--- src/rtl/fetch_pkg.sv ---
// rtl/fetch_pkg.sv - shared types and constants for the instruction fetch stage
package fetch_pkg;

    localparam int XLEN = 64;
    localparam int ILEN = 32;
    localparam logic [XLEN-1:0] PC_STEP = 64'd4;
    localparam logic [ILEN-1:0] NOP_INSTR = 32'h0000_0013;

    typedef enum logic {
        FETCH = 1'b0,
        HALT  = 1'b1
    } fetch_state_t;

    typedef struct packed {
        logic [ILEN-1:0] instr;
        logic [XLEN-1:0] pc;
    } fetch_out_t;

endpackage

--- src/rtl/fetch_out_reg.sv ---
// rtl/fetch_out_reg.sv - valid/ready pipeline output register with flush
module fetch_out_reg
    import fetch_pkg::*;
#(
    parameter logic [ILEN-1:0] RESET_INSTR = NOP_INSTR
) (
    input  logic       clk,
    input  logic       rst_n,
    input  logic       flush,
    input  logic       in_valid,
    output logic       in_ready,
    input  fetch_out_t in_data,
    output logic       out_valid,
    input  logic       out_ready,
    output fetch_out_t out_data
);

    logic       valid_q;
    fetch_out_t data_q;

    // A new word may enter when the register is empty or being drained this cycle.
    assign in_ready  = !valid_q || out_ready;
    assign out_valid = valid_q;
    assign out_data  = data_q;

    // Flush drops the held word regardless of out_ready; data is left stale since valid is low.
    always_ff @(posedge clk) begin
        if (!rst_n) begin
            valid_q <= 1'b0;
            data_q  <= '{instr: RESET_INSTR, pc: '0};
        end else if (flush) begin
            valid_q <= 1'b0;
        end else if (in_valid && in_ready) begin
            valid_q <= 1'b1;
            data_q  <= in_data;
        end else if (out_ready) begin
            valid_q <= 1'b0;
        end
    end

endmodule

--- src/rtl/instr_fetch.sv ---
// rtl/instr_fetch.sv - PC/state fetch stage feeding decode; FETCH_PERF_EN adds fetch_count
module instr_fetch
    import fetch_pkg::*;
#(
    parameter logic [XLEN-1:0] PC_RESET  = 64'h0,
    parameter int unsigned     IMEM_SIZE = 10,
    parameter logic [ILEN-1:0] NOP_INSTR = fetch_pkg::NOP_INSTR
) (
    input  logic            clk,
    input  logic            rst_n,
    output logic [XLEN-1:0] imem_addr,
    input  logic [ILEN-1:0] imem_data,
    input  logic            redirect_valid,
    input  logic [XLEN-1:0] redirect_pc,
    output logic            out_valid,
    input  logic            out_ready,
    output logic [ILEN-1:0] out_instr,
    output logic [XLEN-1:0] out_pc,
    output logic            halted
`ifdef FETCH_PERF_EN
    ,
    output logic [31:0]     fetch_count
`endif
);

    fetch_state_t    state_q, state_d;
    logic [XLEN-1:0] pc_q, pc_d;
    logic            halted_q, halted_d;
    logic            fetch_valid;
    logic            fetch_ready;
    logic            flush;
    logic            in_range;
    fetch_out_t      fetch_word;
    fetch_out_t      out_word;
    logic [1:0]      unused_redirect_lsbs;

    // Targets are word aligned; the byte offset of a redirect is discarded.
    assign unused_redirect_lsbs = redirect_pc[1:0];

    assign imem_addr  = pc_q >> 2;
    assign in_range   = imem_addr < 64'(IMEM_SIZE);
    assign fetch_word = '{instr: imem_data, pc: pc_q};
    assign halted     = halted_q;

    // Next PC / state: redirect beats everything, otherwise fetch in range or halt past the end.
    always_comb begin
        pc_d        = pc_q;
        state_d     = state_q;
        halted_d    = halted_q;
        fetch_valid = 1'b0;
        flush       = 1'b0;
        if (redirect_valid) begin
            pc_d     = {redirect_pc[XLEN-1:2], 2'b00};
            state_d  = FETCH;
            halted_d = 1'b0;
            flush    = 1'b1;
        end else begin
            case (state_q)
                FETCH: begin
                    if (in_range) begin
                        fetch_valid = 1'b1;
                        if (fetch_ready) pc_d = pc_q + PC_STEP;
                    end else begin
                        state_d  = HALT;
                        halted_d = 1'b1;
                    end
                end
                HALT: begin
                    halted_d = 1'b1;
                end
                default: state_d = FETCH;
            endcase
        end
    end

    // PC, state and halt flag registers.
    always_ff @(posedge clk) begin
        if (!rst_n) begin
            pc_q     <= PC_RESET;
            state_q  <= FETCH;
            halted_q <= 1'b0;
        end else begin
            pc_q     <= pc_d;
            state_q  <= state_d;
            halted_q <= halted_d;
        end
    end

    fetch_out_reg #(
        .RESET_INSTR(NOP_INSTR)
    ) u_out_reg (
        .clk      (clk),
        .rst_n    (rst_n),
        .flush    (flush),
        .in_valid (fetch_valid),
        .in_ready (fetch_ready),
        .in_data  (fetch_word),
        .out_valid(out_valid),
        .out_ready(out_ready),
        .out_data (out_word)
    );

    assign out_instr = out_word.instr;
    assign out_pc    = out_word.pc;

`ifdef FETCH_PERF_EN
    logic [31:0] count_q;

    // Count accepted handshakes, saturating; redirects do not clear it.
    always_ff @(posedge clk) begin
        if (!rst_n) begin
            count_q <= '0;
        end else if (out_valid && out_ready && (count_q != 32'hFFFF_FFFF)) begin
            count_q <= count_q + 32'd1;
        end
    end

    assign fetch_count = count_q;
`endif

endmodule
--- config.mk ---
export PLATFORM = sky130hd
export DESIGN_NAME = instr_fetch
export DESIGN_NICKNAME = d
export VERILOG_FILES = /design/src/rtl/fetch_pkg.sv /design/src/rtl/fetch_out_reg.sv /design/src/rtl/instr_fetch.sv
export SDC_FILE = /design/constraint.sdc
export NUM_CORES = 1
export LEC_CHECK = 0
export ABC_AREA = 1
export ABC_CLOCK_PERIOD_IN_PS = 3500
export BUFFER_PORTS_ARGS = -buffer_cell sky130_fd_sc_hd__buf_2
export CORE_AREA = 4 4 119 121
export CTS_CLUSTER_DIAMETER = 120
export DETAILED_ROUTE_END_ITERATION = 12
export DIE_AREA = 0 0 123 125
export GPL_TIMING_DRIVEN = 0
export HOLD_SLACK_MARGIN = 0.1
export PLACE_DENSITY = 0.76
export RECOVER_POWER = 25
export SLEW_MARGIN = 20
export SYNTH_ARGS = -nofsm -noshare
export SYNTH_HDL_FRONTEND = slang
export SYNTH_SLANG_ARGS = --single-unit
--- constraint.sdc ---
create_clock -name clk -period 3.5 [get_ports clk]
set_input_delay 1.05 -clock clk [delete_from_list [all_inputs] [get_ports clk]]
set_output_delay 1.05 -clock clk [all_outputs]
set_load 0.1 [all_outputs]
Word-level counts from Yosys, hierarchy flattened --
Index checks and enable logic that the tools add are counted.
Storage, ports and cells: output and inout bits 162, logic and storage cells 39, register bits after elaboration 163
Cells by class: eq/ne operators 2, reduce and logical (&&, ||, !) cells 11, muxes and demuxes 14, bitwise logic cells 3, $lt $le $gt $ge 1, $add $sub $neg 1
Operators with widths (number):
- $mux W64 | 4
- $add A64 B3 Y64 const B | 1
- $lt A62 B4 Y1 const B | 1
- $mux W1 | 9
- $reduce_and A3 Y1 | 2
- $reduce_bool A2 Y1 | 3
- $ne A2 B2 Y1 const B | 2
- $reduce_or A2 Y1 | 2
- $not A1 Y1 | 3
- $pmux W1 S2 | 1
- $reduce_and A2 Y1 | 1
- $logic_and A1 B1 Y1 | 1
- $logic_not A1 Y1 | 1
- $logic_or A1 B1 Y1 | 1

Depth between registers and ports, before layout --
Gate-level depths: netlist (run 1).
word-level depth 6, gate-level depth with buffers 11

By module --
From an unflattened synthesis (run 1), not the netlist that was laid out.
Unflattened totals: cell total of the unflattened synthesis 994, area, all modules 6929.1 um^2
Modules (own cells, without submodules):
- fetch_out_reg | cells each 631, area each 4271.6 um^2, times used 1
- instr_fetch | cells each 363, area each 2657.5 um^2, times used 1

Worst setup path after synthesis (run 1) --
Ideal clock, no wire load.
path type input-to-reg, start point input port redirect_valid, end point register u_out_reg.data_q (netlist bit u_out_reg.out_data[5]), arrival 2.032 ns, setup time 0.065 ns, setup slack 1.403 ns, stages on the path 7, buffers on the path 3, cell sequence clkbuf_1 > inv_1 > nand4_1 > buf_2 > buf_2 > nor2_1 > nor2_1
Between the ends: longest elaborated chain between the ends 3, elaborated cells between the ends (all ways) 5, classes of those cells mux: 2; bitwise: 1; reduce/logical: 2
Ends and longest elaborated chain:
- start: declaration | line instr_fetch.sv:13 | input logic redirect_valid,
- $mux W1 | line instr_fetch.sv:52 | if (redirect_valid) begin
- $logic_and A1 B1 Y1 / $not A1 Y1 (equally long branches)
- $reduce_and A2 Y1 (no source line) *
- end signal: assignment | line fetch_out_reg.sv:30 | data_q <= '{instr: RESET_INSTR, pc: '0};
- end signal: assignment | line fetch_out_reg.sv:35 | data_q <= in_data;
- end: declaration | line fetch_out_reg.sv:19 | fetch_out_t data_q;
Mark *: on every way between the ends. The rest lies on a longest branch, timed or not. A chain may end at the register's enable or synchronous reset.

Final worst setup path (run 1) --
start point input port redirect_valid, end point register u_out_reg.data_q (netlist bit u_out_reg.out_data[91])
Same word-level chain as after synthesis.

==> results of run 1 <==
layer usage:
metal  part of all wire, %  wire length (um)  GRT usage [%]  vias to the layer above
met5                 0.076                13              0                        -
met2                    47              8022          34.67                      191
met1                    42              7235          26.82                     2597
met3                   8.2              1402          6.504                       28
li1                      -                 -              -                     2955
met4                   2.2               380          9.511                        2
synthesized netlist by cell type (3+ instances only):
| library cell | n | area, sq um |
|---|---|---|
| sky130_fd_sc_hd__mux2i_1 | 5 | 50.05 |
| sky130_fd_sc_hd__buf_4 | 4 | 30.03 |
| sky130_fd_sc_hd__dfxtp_1 | 159 | 3183 |
| sky130_fd_sc_hd__a21oi_1 | 42 | 210.2 |
| sky130_fd_sc_hd__buf_2 | 15 | 75.07 |
| sky130_fd_sc_hd__inv_1 | 45 | 168.9 |
| sky130_fd_sc_hd__buf_1 | 3 | 11.26 |
| sky130_fd_sc_hd__clkbuf_1 | 28 | 105.1 |
| sky130_fd_sc_hd__buf_6 | 3 | 33.78 |
| sky130_fd_sc_hd__nor2_1 | 203 | 762.0 |
| sky130_fd_sc_hd__nand2_1 | 213 | 799.5 |
| sky130_fd_sc_hd__nand3b_1 | 6 | 45.04 |
| sky130_fd_sc_hd__nand3_1 | 36 | 180.2 |
| sky130_fd_sc_hd__o21ai_0 | 18 | 90.09 |
cells by family after synthesis:
family | after synthesis
AOI/OAI and AO/OA | 61
xor gates and xnor gates | 1
adders and majority gates | 1
buffers and inverters | 99
DFF | 159
muxes | 5
other | 1
and+or+nand+nor | 461
area by class of cell:
type / count / area share, %
clock inverters: 13 / 1.622
inverters: 46 / 2.195
well taps: 176 / 2.799
clock buffers: 19 / 5.757
multi-input cells: 533 / 27.96
diodes: 2 / 0.06361
flip-flops and latches: 159 / 40.46
plain buffers: 53 / 3.053
repair buffers: 253 / 16.09
metrics by stage:
stage                     setup WS (ns)  utilization [%]  instances  cell area, sq um  hold slack, ns
after global routing             0.7113            60.13       1254              7868          0.4480
after global placement           0.8525            55.77       1220              7297          0.4229
after detailed placement         0.8404            55.77       1220              7297          0.4249
final                            0.9625            60.13       1254              7868          0.4359
after CTS                        0.9951            60.20       1252              7878          0.4363
after floorplan                   1.403                -        791              5811          0.6850
worst max-delay path: cells and delay by family:
kind	cells	cell delay [ns]
buffers and inverters	4	1.43
and+or+nand+nor	4	0.37
flip-flops by register name (all words and copies together) (netlist names):
name and cells:
halted 1, pc_q 62, state_q 1, u_out_reg.out_data 94, u_out_reg.out_valid 1
worst max path at each step:
stage                               from                      to  slack, ns  cells after the start
final                     redirect_valid  u_out_reg.out_data[91]       0.96                      8
after global routing      redirect_valid  u_out_reg.out_data[91]       0.71                      8
after detailed placement           rst_n  u_out_reg.out_data[35]       0.84                      5
after floorplan           redirect_valid   u_out_reg.out_data[5]       1.40                      7
after global placement             rst_n  u_out_reg.out_data[33]       0.85                      5
after CTS                        pc_q[2]            imem_addr[0]        1.0                      1
power by group through the flow:
stage | registers, uW | logic (uW) | clock network [uW]
finish | 1890 | 607 | 1810
floorplan | 2240 | 152 | 0
detailed placement | 1930 | 608 | 0
global route | 1900 | 642 | 1910
global placement | 1930 | 606 | 0
CTS | 1890 | 610 | 1820
==> summary.json, run 1 <==
{
  "yosys-mux-area-fraction_pct": 0.8630,
  "critPathLaunchType": "input port",
  "synth-adder-area-share_pct": 0.2157,
  "tritoncts": "done",
  "ys.warnings.count": 0,
  "grt_overflow": 0,
  "dp_hpwl_mm": 12.79,
  "power_density_nw_per_um2": 546.9,
  "grt_antenna_before_repair": 3,
  "cts_max_level": 4,
  "path_clk_slew_ns": 0.06,
  "seq_power_share_pct": 44.0,
  "cp_slowest_stage_delay_ns": 0.54,
  "grtUsageTotal_pct": 21.63,
  "timing_worst_slew_pin_value_ns": 0.6730,
  "skew_ns": 0.009790,
  "numCtsBuffers": 17,
  "synth_flop_cell": "sky130_fd_sc_hd__dfxtp_1",
  "layout_worst_path_cycle_share_pct": 72.50,
  "filler_cell_count": 1238,
  "remaining_drc_errors": 0,
  "main_combinational_cell_family_by_area_after_synthesis": "simple AND/OR/NAND/NOR gates",
  "cpMostUsedCell": "sky130_fd_sc_hd__clkbuf_1",
  "via_per_inst": 4.604,
  "syn_area_sq_um": 5799,
  "finalPower_uw": 4303,
  "syn-mean-instance-area_sq_um": 7.360,
  "highest_delay_cell_along_the_critical_path": "sky130_fd_sc_hd__clkbuf_1",
  "timing_max_transition_violations_final": 0,
  "synthSimpleGateAreaFrac_pct": 31.13,
  "count_of_different_cell_masters_after_synthesis": 22,
  "cts-resized-gates": 0,
  "min_to": "u_out_reg.out_data[58]",
  "synth_compound_area_share_pct": 5.307,
  "crit_path_cell_trace": "clkbuf_1 -> inv_1 -> nand4_1 -> clkbuf_1 -> clkbuf_1 -> nand2_1 -> nand2_1 -> nor2_1",
  "first_global_vias": 5253,
  "timing.critical_path.to_type": "flop",
  "slew_headroom_pct": 55.14,
  "effective_utilization_at_floorplan_pct": 44.32,
  "cts_max_path_buffers": 2,
  "power.internal_uw": 3006,
  "power.leakage_uw": 0.004126,
  "postCtsSetupBuffers": 0,
  "most_frequent_cells_in_the_layout": "sky130_fd_sc_hd__buf_2, sky130_fd_sc_hd__nand2_1, sky130_fd_sc_hd__nor2_1",
  "final_layout_size_suffix_gt1_share_pct": 28.07,
  "ff2ff_setup_slack_ns": 1.31,
  "ys_async_sr_fraction_pct": 0,
  "detailroute.via_count": 5773,
  "hold_depth": 2,
  "rsz0062_at_grt": "no",
  "most_common_cell_after_layout_fill_and_taps_aside": "sky130_fd_sc_hd__buf_2",
  "fp.dieArea_sq_um": 15380,
  "finalWirelength_mm": 17.05,
  "timing.fmax_mhz": 394.1,
  "edff_count_synth": 0,
  "power.share.combinational_pct": 14.1,
  "gp_routability_congestion": 0.8347,
  "sequential_cell_area_sq_um": 3183,
  "drtIter0Drc": 380,
  "xor_and_xnor_area_share_after_synthesis_pct": 0.1510,
  "pin_count": 262,
  "dr.pass1.iters": 5,
  "latest_clock_arrival_within_the_worst_skew_pair_ns": 0.43,
  "buffer_ports.inserted": 253,
  "run_status": "complete, no violations",
  "cts.sink_count": 159,
  "std_cell_rows": 42,
  "critical_path.reg2reg.endpoint": "u_out_reg.out_data[91]",
  "timing.critical_path.fanout_max": 10,
  "timing.setup.tns_ns": 0,
  "reg2reg_from": "pc_q[4]",
  "drv_cap": 0,
  "netSwitchingFraction_pct": 30.15,
  "avgRoutedWirePerCell_um": 13.60,
  "hold_violations": 0,
  "finalWorstPathRequiredPeriod_ns": 2.537,
  "worstSetupPathType": "in -> reg",
  "area_delta_synth_final_pct": 35.66,
  "multi_input_comb_area_sq_um": 2200,
  "power.net_switching_uw": 1297,
  "chipHeight_um": 125,
  "worst_hold_path_type": "reg -> reg",
  "antenna_violating_nets_post_route": 0,
  "total_of_flip_flops_plus_latches_after_synthesis": 159,
  "power_frac_clock_pct": 42.0,
  "pin_count_of_the_biggest_net_entering_global_routing": 17,
  "grt_pass1_wl_mm": 26.14,
  "core_sq_um": 13090,
  "critical_path_arrival_ns": 2.86,
  "setup_viol": 0,
  "synth.yosys.seq_area_share_pct": 54.89,
  "irDropWorstVdd_mv": 0.4098,
  "num-nets-final": 1164,
  "clk_root_buffer_cell": "sky130_fd_sc_hd__clkbuf_16",
  "required_ns": 3.82,
  "min-delay-start": "u_out_reg.out_data[58]",
  "cts_hold_buf": 0,
  "syn-instance-count": 788,
  "fp.dieW_um": 123,
  "rr_worst_depth": 11
}
No activity file was read; power rests on OpenSTA's default activity.
==> run 2, diff against run 1 <==
--- a/config.mk
+++ b/config.mk
@@ -6,7 +6,7 @@
 export NUM_CORES = 1
 export LEC_CHECK = 0
 export ABC_AREA = 1
-export ABC_CLOCK_PERIOD_IN_PS = 3500
+export ABC_CLOCK_PERIOD_IN_PS = 2700
 export BUFFER_PORTS_ARGS = -buffer_cell sky130_fd_sc_hd__buf_2
 export CORE_AREA = 4 4 119 121
 export CTS_CLUSTER_DIAMETER = 120
==> constraint.sdc (replaced) <==
create_clock -name clk -period 2.7 [get_ports clk]
set_input_delay 0.81 -clock clk [delete_from_list [all_inputs] [get_ports clk]]
set_output_delay 0.81 -clock clk [all_outputs]
set_load 0.1 [all_outputs]
==> run 2 against run 1 <==
Against the previous run: via count is 0.10% lower; critical path depth decreased by 1; clock power increased by 29%; cell area about the same; cell count stayed put; routed wire length hardly changed; setup slack worse by 0.53 ns; total power up 30%; sequential cell count unchanged; core utilization barely moved; sequential share of layout area about the same; worst hold slack barely moved; largest power group unchanged.
==> summary.json, run 2 (synthesis gave the netlist of run 1 again) <==
{
  "hold_violations": {"value": 0, "change": "unchanged"},
  "grt_antenna_before_repair": {"value": 3, "change": "unchanged"},
  "detailroute.via_count": {"value": 5767, "change": "-0.10%"},
  "holdWs": {"value": 0.4359, "unit": "ns", "change": "-0.000002000 ns"},
  "skew": {"value": 0.009768, "unit": "ns", "change": "-0.00002181 ns"},
  "slew_headroom": {"value": 52.40, "unit": "%", "change": "-2.7 points"},
  "highest_delay_cell_along_the_critical_path": "sky130_fd_sc_hd__clkbuf_1",
  "power.leakage": {"value": 0.004129, "unit": "uW", "change": "about the same"},
  "run_status": "complete, no violations",
  "effective_utilization_at_floorplan": {"value": 44.32, "unit": "%", "change": "unchanged"},
  "critPathLaunchType": "input port",
  "core": {"value": 13090, "unit": "sq um", "change": "unchanged"},
  "required": {"value": 3.06, "unit": "ns", "change": "-0.76 ns"},
  "sequential_cell_area": {"value": 3183, "unit": "sq um", "change": "unchanged"},
  "grt_pass1_wl": {"value": 26.14, "unit": "mm", "change": "unchanged"},
  "pin_count": {"value": 262, "change": "unchanged"},
  "layout_worst_path_cycle_share_pct": 83.80,
  "detailed_place.area": {"value": 7297, "unit": "sq um", "change": "unchanged"},
  "first_global_vias": {"value": 5253, "change": "unchanged"},
  "drtIter0Drc": {"value": 390, "change": "+2.6%"},
  "num-nets-final": {"value": 1164, "change": "unchanged"},
  "antenna_violating_nets_post_route": {"value": 0, "change": "unchanged"},
  "final_design_area_no_fill": {"value": 7873, "unit": "sq um", "change": "about the same"},
  "fp.dieArea": {"value": 15380, "unit": "sq um", "change": "unchanged"},
  "clk_root_buffer_cell": "sky130_fd_sc_hd__clkbuf_16",
  "grtUsageTotal": {"value": 21.63, "unit": "%", "change": "unchanged"},
  "dr.pass1.iters": {"value": 5, "change": "unchanged"},
  "power_density": {"value": 708.2, "unit": "nW/um^2", "change": "+29%"},
  "drv_cap": {"value": 0, "change": "unchanged"},
  "std_cell_rows": {"value": 42, "change": "unchanged"},
  "grt_overflow": {"value": 0, "change": "unchanged"},
  "pin_count_of_the_biggest_net_entering_global_routing": {"value": 17, "change": "unchanged"},
  "finalWorstPathRequiredPeriod_ns": 2.263,
  "latest_clock_arrival_within_the_worst_skew_pair": {"value": 0.43, "unit": "ns", "change": "about the same"},
  "worstSetupPathType": "in -> reg",
  "setup_viol": {"value": 0, "change": "unchanged"},
  "cts_max_path_buffers": {"value": 2, "change": "unchanged"},
  "crit_path_cell_trace": "clkbuf_1 -> inv_1 -> nand4_1 -> clkbuf_1 -> clkbuf_1 -> nor2_1 -> nor2_1",
  "cts.sink_count": {"value": 159, "change": "unchanged"},
  "remaining_drc_errors": {"value": 0, "change": "unchanged"},
  "timing_worst_slew_pin_value": {"value": 0.7140, "unit": "ns", "change": "+0.04102 ns"},
  "avgRoutedWirePerCell": {"value": 13.60, "unit": "um", "change": "about the same"},
  "timing.fmax_mhz": 442.0,
  "timing.critical_path.fanout_max": {"value": 10, "change": "unchanged"},
  "cpMostUsedCell": "sky130_fd_sc_hd__clkbuf_1",
  "rsz0062_at_grt": "no",
  "timing.critical_path.to_type": "flop",
  "most_frequent_cells_in_the_layout": "sky130_fd_sc_hd__buf_2, sky130_fd_sc_hd__nand2_1, sky130_fd_sc_hd__nor2_1",
  "chipHeight": {"value": 125, "unit": "um", "change": "unchanged"},
  "timing_max_transition_violations_final": {"value": 0, "change": "unchanged"},
  "irDropWorstVdd": {"value": 0.5313, "unit": "mV", "change": "+30%"},
  "via_per_inst": {"value": 4.599, "change": "-0.10%"},
  "filler_cell_count": {"value": 1236, "change": "-0.16%"},
  "postCtsSetupBuffers": {"value": 0, "change": "unchanged"},
  "cp_slowest_stage_delay": {"value": 0.56, "unit": "ns", "change": "+0.02 ns"},
  "largest_register_ffs": {"value": 94, "change": "unchanged"},
  "multi_input_comb_area": {"value": 2200, "unit": "sq um", "change": "unchanged"},
  "gp_routability_congestion": {"value": 0.8347, "change": "unchanged"},
  "timing.setup.tns": {"value": 0, "unit": "ns", "change": "unchanged"},
  "cts_hold_buf": {"value": 0, "change": "unchanged"},
  "cts_max_level": {"value": 4, "change": "unchanged"},
  "finalWirelength": {"value": 17.06, "unit": "mm", "change": "about the same"},
  "critPathBufInv": {"value": 4, "change": "unchanged"},
  "buffer_ports.inserted": {"value": 253, "change": "unchanged"},
  "tritoncts": "done",
  "worst_hold_path_type": "reg -> reg",
  "dp_hpwl": {"value": 12.79, "unit": "mm", "change": "unchanged"},
  "cpLargestDelayFamily": "buffers and inverters",
  "path_clk_slew": {"value": 0.06, "unit": "ns", "change": "about the same"},
  "area_delta_synth_final": {"value": 35.75, "unit": "%", "change": "about the same"},
  "final_layout_size_suffix_gt1_share": {"value": 27.97, "unit": "%", "change": "-0.093 points"},
  "critical_path_arrival": {"value": 2.62, "unit": "ns", "change": "-0.24 ns"},
  "most_common_cell_after_layout_fill_and_taps_aside": "sky130_fd_sc_hd__buf_2",
  "fp.dieW": {"value": 123, "unit": "um", "change": "unchanged"},
  "cts-resized-gates": {"value": 0, "change": "unchanged"},
  "numCtsBuffers": {"value": 17, "change": "unchanged"}
}
run 2: changes by cell type in the layout (fill, tap and decap cells not counted):
cell                       change
sky130_fd_sc_hd__clkbuf_1      +1
sky130_fd_sc_hd__buf_6         +1
sky130_fd_sc_hd__buf_2         -2
run 2: stage by stage:
stage	power [uW]	utilization, %	worst slack (ns)	instances
after CTS	5608	60.20	0.4351	1252
final	5576	60.16	0.4374	1254
after global placement	3288	55.77	0.2925	1220
after detailed placement	3293	55.77	0.2804	1220
after floorplan	3100	-	0.6457	791
after global routing	5772	60.16	0.2049	1254
run 2: layout make-up:
type | instances | share of cell area [%]
well taps | 176 | 2.797
clock inverters | 13 | 1.621
multi-input cells | 533 | 27.94
inverters | 46 | 2.193
flip-flops and latches | 159 | 40.43
repair buffers | 253 | 16.08
diodes | 2 | 0.06357
plain buffers | 53 | 3.115
clock buffers | 19 | 5.753
run 2: per-layer routing:
metal | part of all wire, % | vias to the layer above | track usage [%] | routed length [um]
met1 | 42 | 2596 | 26.82 | 7221
met4 | 2.1 | 2 | 9.511 | 351
li1 | - | 2954 | - | -
met5 | 0.076 | - | 0 | 13
met2 | 47 | 190 | 34.67 | 8069
met3 | 8.2 | 25 | 6.504 | 1404
run 2: final timing paths:
| kind | from | cells past startpoint | slack [ns] | endpoint |
|---|---|---|---|---|
| max | redirect_valid | 7 | 0.44 | u_out_reg.out_data[85] |
| min | u_out_reg.out_data[58] | 2 | 0.44 | u_out_reg.out_data[58] |
| max reg2reg | pc_q[4] | 10 | 0.54 | u_out_reg.out_data[85] |
| min reg2reg | u_out_reg.out_data[58] | 2 | 0.44 | u_out_reg.out_data[58] |
run 2: tightest hold or removal path, cell delays in order (launching register included):
cell                      delay, ns
sky130_fd_sc_hd__dfxtp_1       0.31
sky130_fd_sc_hd__nand2_1       0.06
sky130_fd_sc_hd__nor2_1        0.03
run 2: power breakdown:
group          internal (uW)  leakage, uW  switching (uW)
logic                    161      0.00256             625
registers               2400      0.00129            48.1
clock network           1330     0.000277            1010
total                   3900      0.00413            1680
==> run 3, diff against run 2 <==
--- a/config.mk
+++ b/config.mk
@@ -5,16 +5,16 @@
 export SDC_FILE = /design/constraint.sdc
 export NUM_CORES = 1
 export LEC_CHECK = 0
-export ABC_AREA = 1
-export ABC_CLOCK_PERIOD_IN_PS = 2700
+export ABC_AREA = 0
+export ABC_CLOCK_PERIOD_IN_PS = 2300
 export BUFFER_PORTS_ARGS = -buffer_cell sky130_fd_sc_hd__buf_2
-export CORE_AREA = 4 4 119 121
+export CORE_AREA = 4 4 118 120
 export CTS_CLUSTER_DIAMETER = 120
 export DETAILED_ROUTE_END_ITERATION = 12
-export DIE_AREA = 0 0 123 125
+export DIE_AREA = 0 0 122 124
 export GPL_TIMING_DRIVEN = 0
 export HOLD_SLACK_MARGIN = 0.1
-export PLACE_DENSITY = 0.76
+export PLACE_DENSITY = 0.77
 export RECOVER_POWER = 25
 export SLEW_MARGIN = 20
 export SYNTH_ARGS = -nofsm -noshare
==> constraint.sdc (replaced) <==
create_clock -name clk -period 2.3 [get_ports clk]
set_input_delay 0.69 -clock clk [delete_from_list [all_inputs] [get_ports clk]]
set_output_delay 0.69 -clock clk [all_outputs]
set_load 0.1 [all_outputs]
==> run 3 against run 2 <==
Against the previous run: synthesized area fell by 1.2%; setup slack got worse by 0.28 ns; cell area fell by 1.0%; clock power rose by 12%; clock-buffer cell count did not move; total power rose by 16%; routed wire length fell by 11%; sequential cell count did not move; cell count fell by 20%; sequential power rose by 18%; largest power group unchanged.
==> summary.json, run 3 <==
{
  "run_status": "complete, no violations",
  "fp.dieW": {"value": 122, "unit": "um", "change": "-0.81%"},
  "final_core_util": {"value": 60.03, "unit": "%", "change": "-0.13 points"},
  "std_cell_rows": {"value": 42, "change": "unchanged"},
  "fp.dieArea": {"value": 15130, "unit": "sq um", "change": "-1.6%"},
  "power.leakage": {"value": 0.004224, "unit": "uW", "change": "+2.3%"},
  "most_used_standard_cell_by_instance_count_after_synthesis": "sky130_fd_sc_hd__dfxtp_1",
  "most_frequent_cells_in_the_layout": "sky130_fd_sc_hd__buf_2, sky130_fd_sc_hd__dfxtp_1, sky130_fd_sc_hd__mux2i_1",
  "critical_path.reg2reg.endpoint": "u_out_reg.out_data[60]",
  "detailed_place.area": {"value": 7229, "unit": "sq um", "change": "-0.93%"},
  "gp_routability_congestion": {"value": 0.7818, "change": "-6.3%"},
  "post-place-cells": {"value": 971, "change": "-20%"},
  "dr.pass1.iters": {"value": 4, "change": "-1"},
  "path_clk_slew": {"value": 0.06, "unit": "ns", "change": "about the same"},
  "largest_register_ffs": {"value": 94, "change": "unchanged"},
  "synth.area.top_cells": "sky130_fd_sc_hd__dfxtp_1, sky130_fd_sc_hd__mux2i_1, sky130_fd_sc_hd__nor2b_1, sky130_fd_sc_hd__and3_1, sky130_fd_sc_hd__nand2_1",
  "slew_headroom": {"value": 47.97, "unit": "%", "change": "-4.4 points"},
  "synth.largest_area_cell": "sky130_fd_sc_hd__dfxtp_1",
  "min-delay-start": "u_out_reg.out_data[81]",
  "synth.top_cells.by_count": "sky130_fd_sc_hd__dfxtp_1, sky130_fd_sc_hd__mux2i_1, sky130_fd_sc_hd__nand2_1, sky130_fd_sc_hd__nor2b_1, sky130_fd_sc_hd__and3_1",
  "edff_count_synth": {"value": 0, "change": "unchanged"},
  "grt_pass1_wl": {"value": 23.25, "unit": "mm", "change": "-11%"},
  "critical_path_arrival": {"value": 2.45, "unit": "ns", "change": "-0.17 ns"},
  "routing_layer_with_the_top_usage_in_global_route": "met2",
  "chipHeight": {"value": 124, "unit": "um", "change": "-0.80%"},
  "most_common_cell_after_layout_fill_and_taps_aside": "sky130_fd_sc_hd__buf_2",
  "effective_utilization_at_floorplan": {"value": 44.16, "unit": "%", "change": "-0.16 points"},
  "clk_root_buffer_cell": "sky130_fd_sc_hd__clkbuf_16",
  "cts_max_level": {"value": 4, "change": "unchanged"},
  "ys_async_sr_fraction": {"value": 0, "unit": "%", "change": "unchanged"},
  "final_design_area_no_fill": {"value": 7792, "unit": "sq um", "change": "-1.0%"},
  "first_global_vias": {"value": 4567, "change": "-13%"},
  "numCtsBuffers": {"value": 17, "change": "unchanged"},
  "area_delta_synth_final_pct": 35.95,
  "synth_flop_cell": "sky130_fd_sc_hd__dfxtp_1",
  "irDropWorstVdd": {"value": 0.4709, "unit": "mV", "change": "-11%"},
  "worst_hold_path_type": "reg -> reg",
  "count_of_different_cell_masters_after_synthesis": {"value": 28, "change": "+27%"},
  "worstSetupPathType": "reg -> reg",
  "hold_depth": {"value": 2, "change": "unchanged"},
  "core": {"value": 12980, "unit": "sq um", "change": "-0.80%"},
  "number_of_standard_cells_in_the_layout_taps_in_and_fillers_out": {"value": 1004, "change": "-20%"},
  "filler_cell_count": {"value": 1174, "change": "-5.0%"},
  "syn_area": {"value": 5732, "unit": "sq um", "change": "-1.2%"},
  "timing.critical_path.to_type": "flop",
  "setup_viol": {"value": 0, "change": "unchanged"},
  "skew": {"value": 0.009030, "unit": "ns", "change": "-0.0007381 ns"},
  "gr-usage-met1": {"value": 24.36, "unit": "%", "change": "-2.5 points"},
  "cts_max_path_buffers": {"value": 2, "change": "unchanged"},
  "power_density": {"value": 826.8, "unit": "nW/um^2", "change": "+17%"},
  "synth.yosys.seq_area_share": {"value": 55.53, "unit": "%", "change": "+0.65 points"},
  "pin_count_of_the_biggest_net_entering_global_routing": {"value": 17, "change": "unchanged"},
  "timing_max_transition_violations_final": {"value": 0, "change": "unchanged"},
  "sequential_cell_area": {"value": 3183, "unit": "sq um", "change": "unchanged"},
  "reg2reg_from": "pc_q[14]",
  "synth_top_area_share": {"value": 55.53, "unit": "%", "change": "+0.65 points"},
  "remaining_drc_errors": {"value": 0, "change": "unchanged"},
  "syn-mean-instance-area": {"value": 10.63, "unit": "sq um", "change": "+44%"},
  "required": {"value": 2.61, "unit": "ns", "change": "-0.45 ns"},
  "timing_worst_slew_pin_value": {"value": 0.7804, "unit": "ns", "change": "+0.06642 ns"},
  "dp_hpwl": {"value": 11.63, "unit": "mm", "change": "-9.1%"},
  "final_layout_size_suffix_gt1_share": {"value": 35.79, "unit": "%", "change": "+7.8 points"},
  "ys.warnings.count": {"value": 0, "change": "unchanged"},
  "detailroute.via_count": {"value": 4731, "change": "-18%"},
  "critPathLaunchType": "flop",
  "grtUsageTotal": {"value": 19.67, "unit": "%", "change": "-2.0 points"},
  "min_to": "u_out_reg.out_data[81]",
  "syn-instance-count": {"value": 539, "change": "-32%"},
  "num-nets-final": {"value": 916, "change": "-21%"},
  "cts.sink_count": {"value": 159, "change": "unchanged"},
  "avgRoutedWirePerCell": {"value": 15.15, "unit": "um", "change": "+11%"},
  "ff2ff_setup_slack": {"value": 0.16, "unit": "ns", "change": "-0.38 ns"},
  "drtIter0Drc": {"value": 180, "change": "-54%"},
  "rsz0062_at_grt": "no",
  "drv_cap": {"value": 0, "change": "unchanged"},
  "layout_worst_path_cycle_share_pct": 93.04,
  "timing.critical_path.fanout_max": {"value": 10, "change": "unchanged"},
  "rr_worst_depth": {"value": 7, "change": "-3"},
  "via_per_inst": {"value": 4.712, "change": "+2.5%"},
  "grtUsageMet3": {"value": 6.358, "unit": "%", "change": "-0.15 points"},
  "antenna_violating_nets_post_route": {"value": 0, "change": "unchanged"},
  "grt_overflow": {"value": 0, "change": "unchanged"},
  "finalWorstPathRequiredPeriod_ns": 2.140,
  "hold_violations": {"value": 0, "change": "unchanged"},
  "timing.fmax_mhz": 467.3,
  "tritoncts": "done",
  "multi_input_comb_area": {"value": 2293, "unit": "sq um", "change": "+4.3%"},
  "finalWirelength": {"value": 15.21, "unit": "mm", "change": "-11%"},
  "groute.layer.met2.usage": {"value": 31.53, "unit": "%", "change": "-3.1 points"},
  "pin_count": {"value": 262, "change": "unchanged"},
  "buffer_ports.inserted": {"value": 253, "change": "unchanged"},
  "grt_antenna_before_repair": {"value": 2, "change": "-1"},
  "total_of_flip_flops_plus_latches_after_synthesis": {"value": 159, "change": "unchanged"},
  "latest_clock_arrival_within_the_worst_skew_pair": {"value": 0.42, "unit": "ns", "change": "about the same"}
}
-- run 3: final cells by class --
class                   count  area share (%)
diodes                      1         0.03211
plain buffers              43           3.276
clock buffers              19           5.684
clock inverters            12           1.461
inverters                   3          0.1445
multi-input cells         337           29.43
flip-flops and latches    159           40.85
well taps                 176           2.826
repair buffers            254           16.30
-- run 3: routing by layer --
metal	share of wire [%]	wire, um
met5	0.13	20
met2	48	7248
met1	42	6412
met3	7.2	1102
met4	2.8	427
-- run 3: how the worst max path moves through the flow --
stage,from,endpoint,depth (start not counted)
floorplan,pc_q[8],u_out_reg.out_data[59],7
global placement,pc_q[27],u_out_reg.out_data[60],7
detailed placement,pc_q[27],u_out_reg.out_data[60],7
CTS,pc_q[48],u_out_reg.out_data[60],7
global route,pc_q[59],u_out_reg.out_data[60],7
finish,pc_q[14],u_out_reg.out_data[60],7
-- run 3: per-stage QoR --
step                      hold WS, ns  setup slack, ns  setup TNS, ns  power (uW)
after floorplan                0.6500          0.03784              0        3652
after global placement         0.4419         -0.09416         -3.041        3868
after detailed placement       0.4504         -0.04393        -0.4220        3875
after CTS                      0.4595           0.1370              0        6505
after global routing           0.4766          0.03960              0        6679
final                          0.4572           0.1601              0        6443
-- run 3: what timing repair did --
action,4_1_cts,5_1_grt
hold buffers,0,0
resized for setup,0,0
setup buffers,1,0
setup endpoints to repair,32,0
-- run 3: where the power goes --
group | internal [uW] | switching (uW) | leakage (uW)
clock | 1520 | 1120 | 0.000250
sequential | 2820 | 57.4 | 0.00129
combinational | 220 | 710 | 0.00268
total | 4560 | 1890 | 0.00422
-- run 3: cells by family after synthesis --
kind of cell | Yosys count | synth area share, %
and+or+nand+nor | 225 | 21.74
adders and majority gates | 1 | 0.2183
other | 1 | 0.06543
buffers and inverters | 46 | 4.650
muxes | 94 | 16.42
DFF | 159 | 55.53
AOI/OAI and AO/OA | 13 | 1.375
-- run 3: critical path: stages, from the launching register on --
cell	delay (ns)
sky130_fd_sc_hd__dfxtp_1	0.32
sky130_fd_sc_hd__nor4_1	0.32
sky130_fd_sc_hd__nand4_1	0.19
sky130_fd_sc_hd__nor2_1	0.51
sky130_fd_sc_hd__nand3_4	0.16
sky130_fd_sc_hd__buf_6	0.19
sky130_fd_sc_hd__buf_6	0.16
sky130_fd_sc_hd__and3_1	0.18
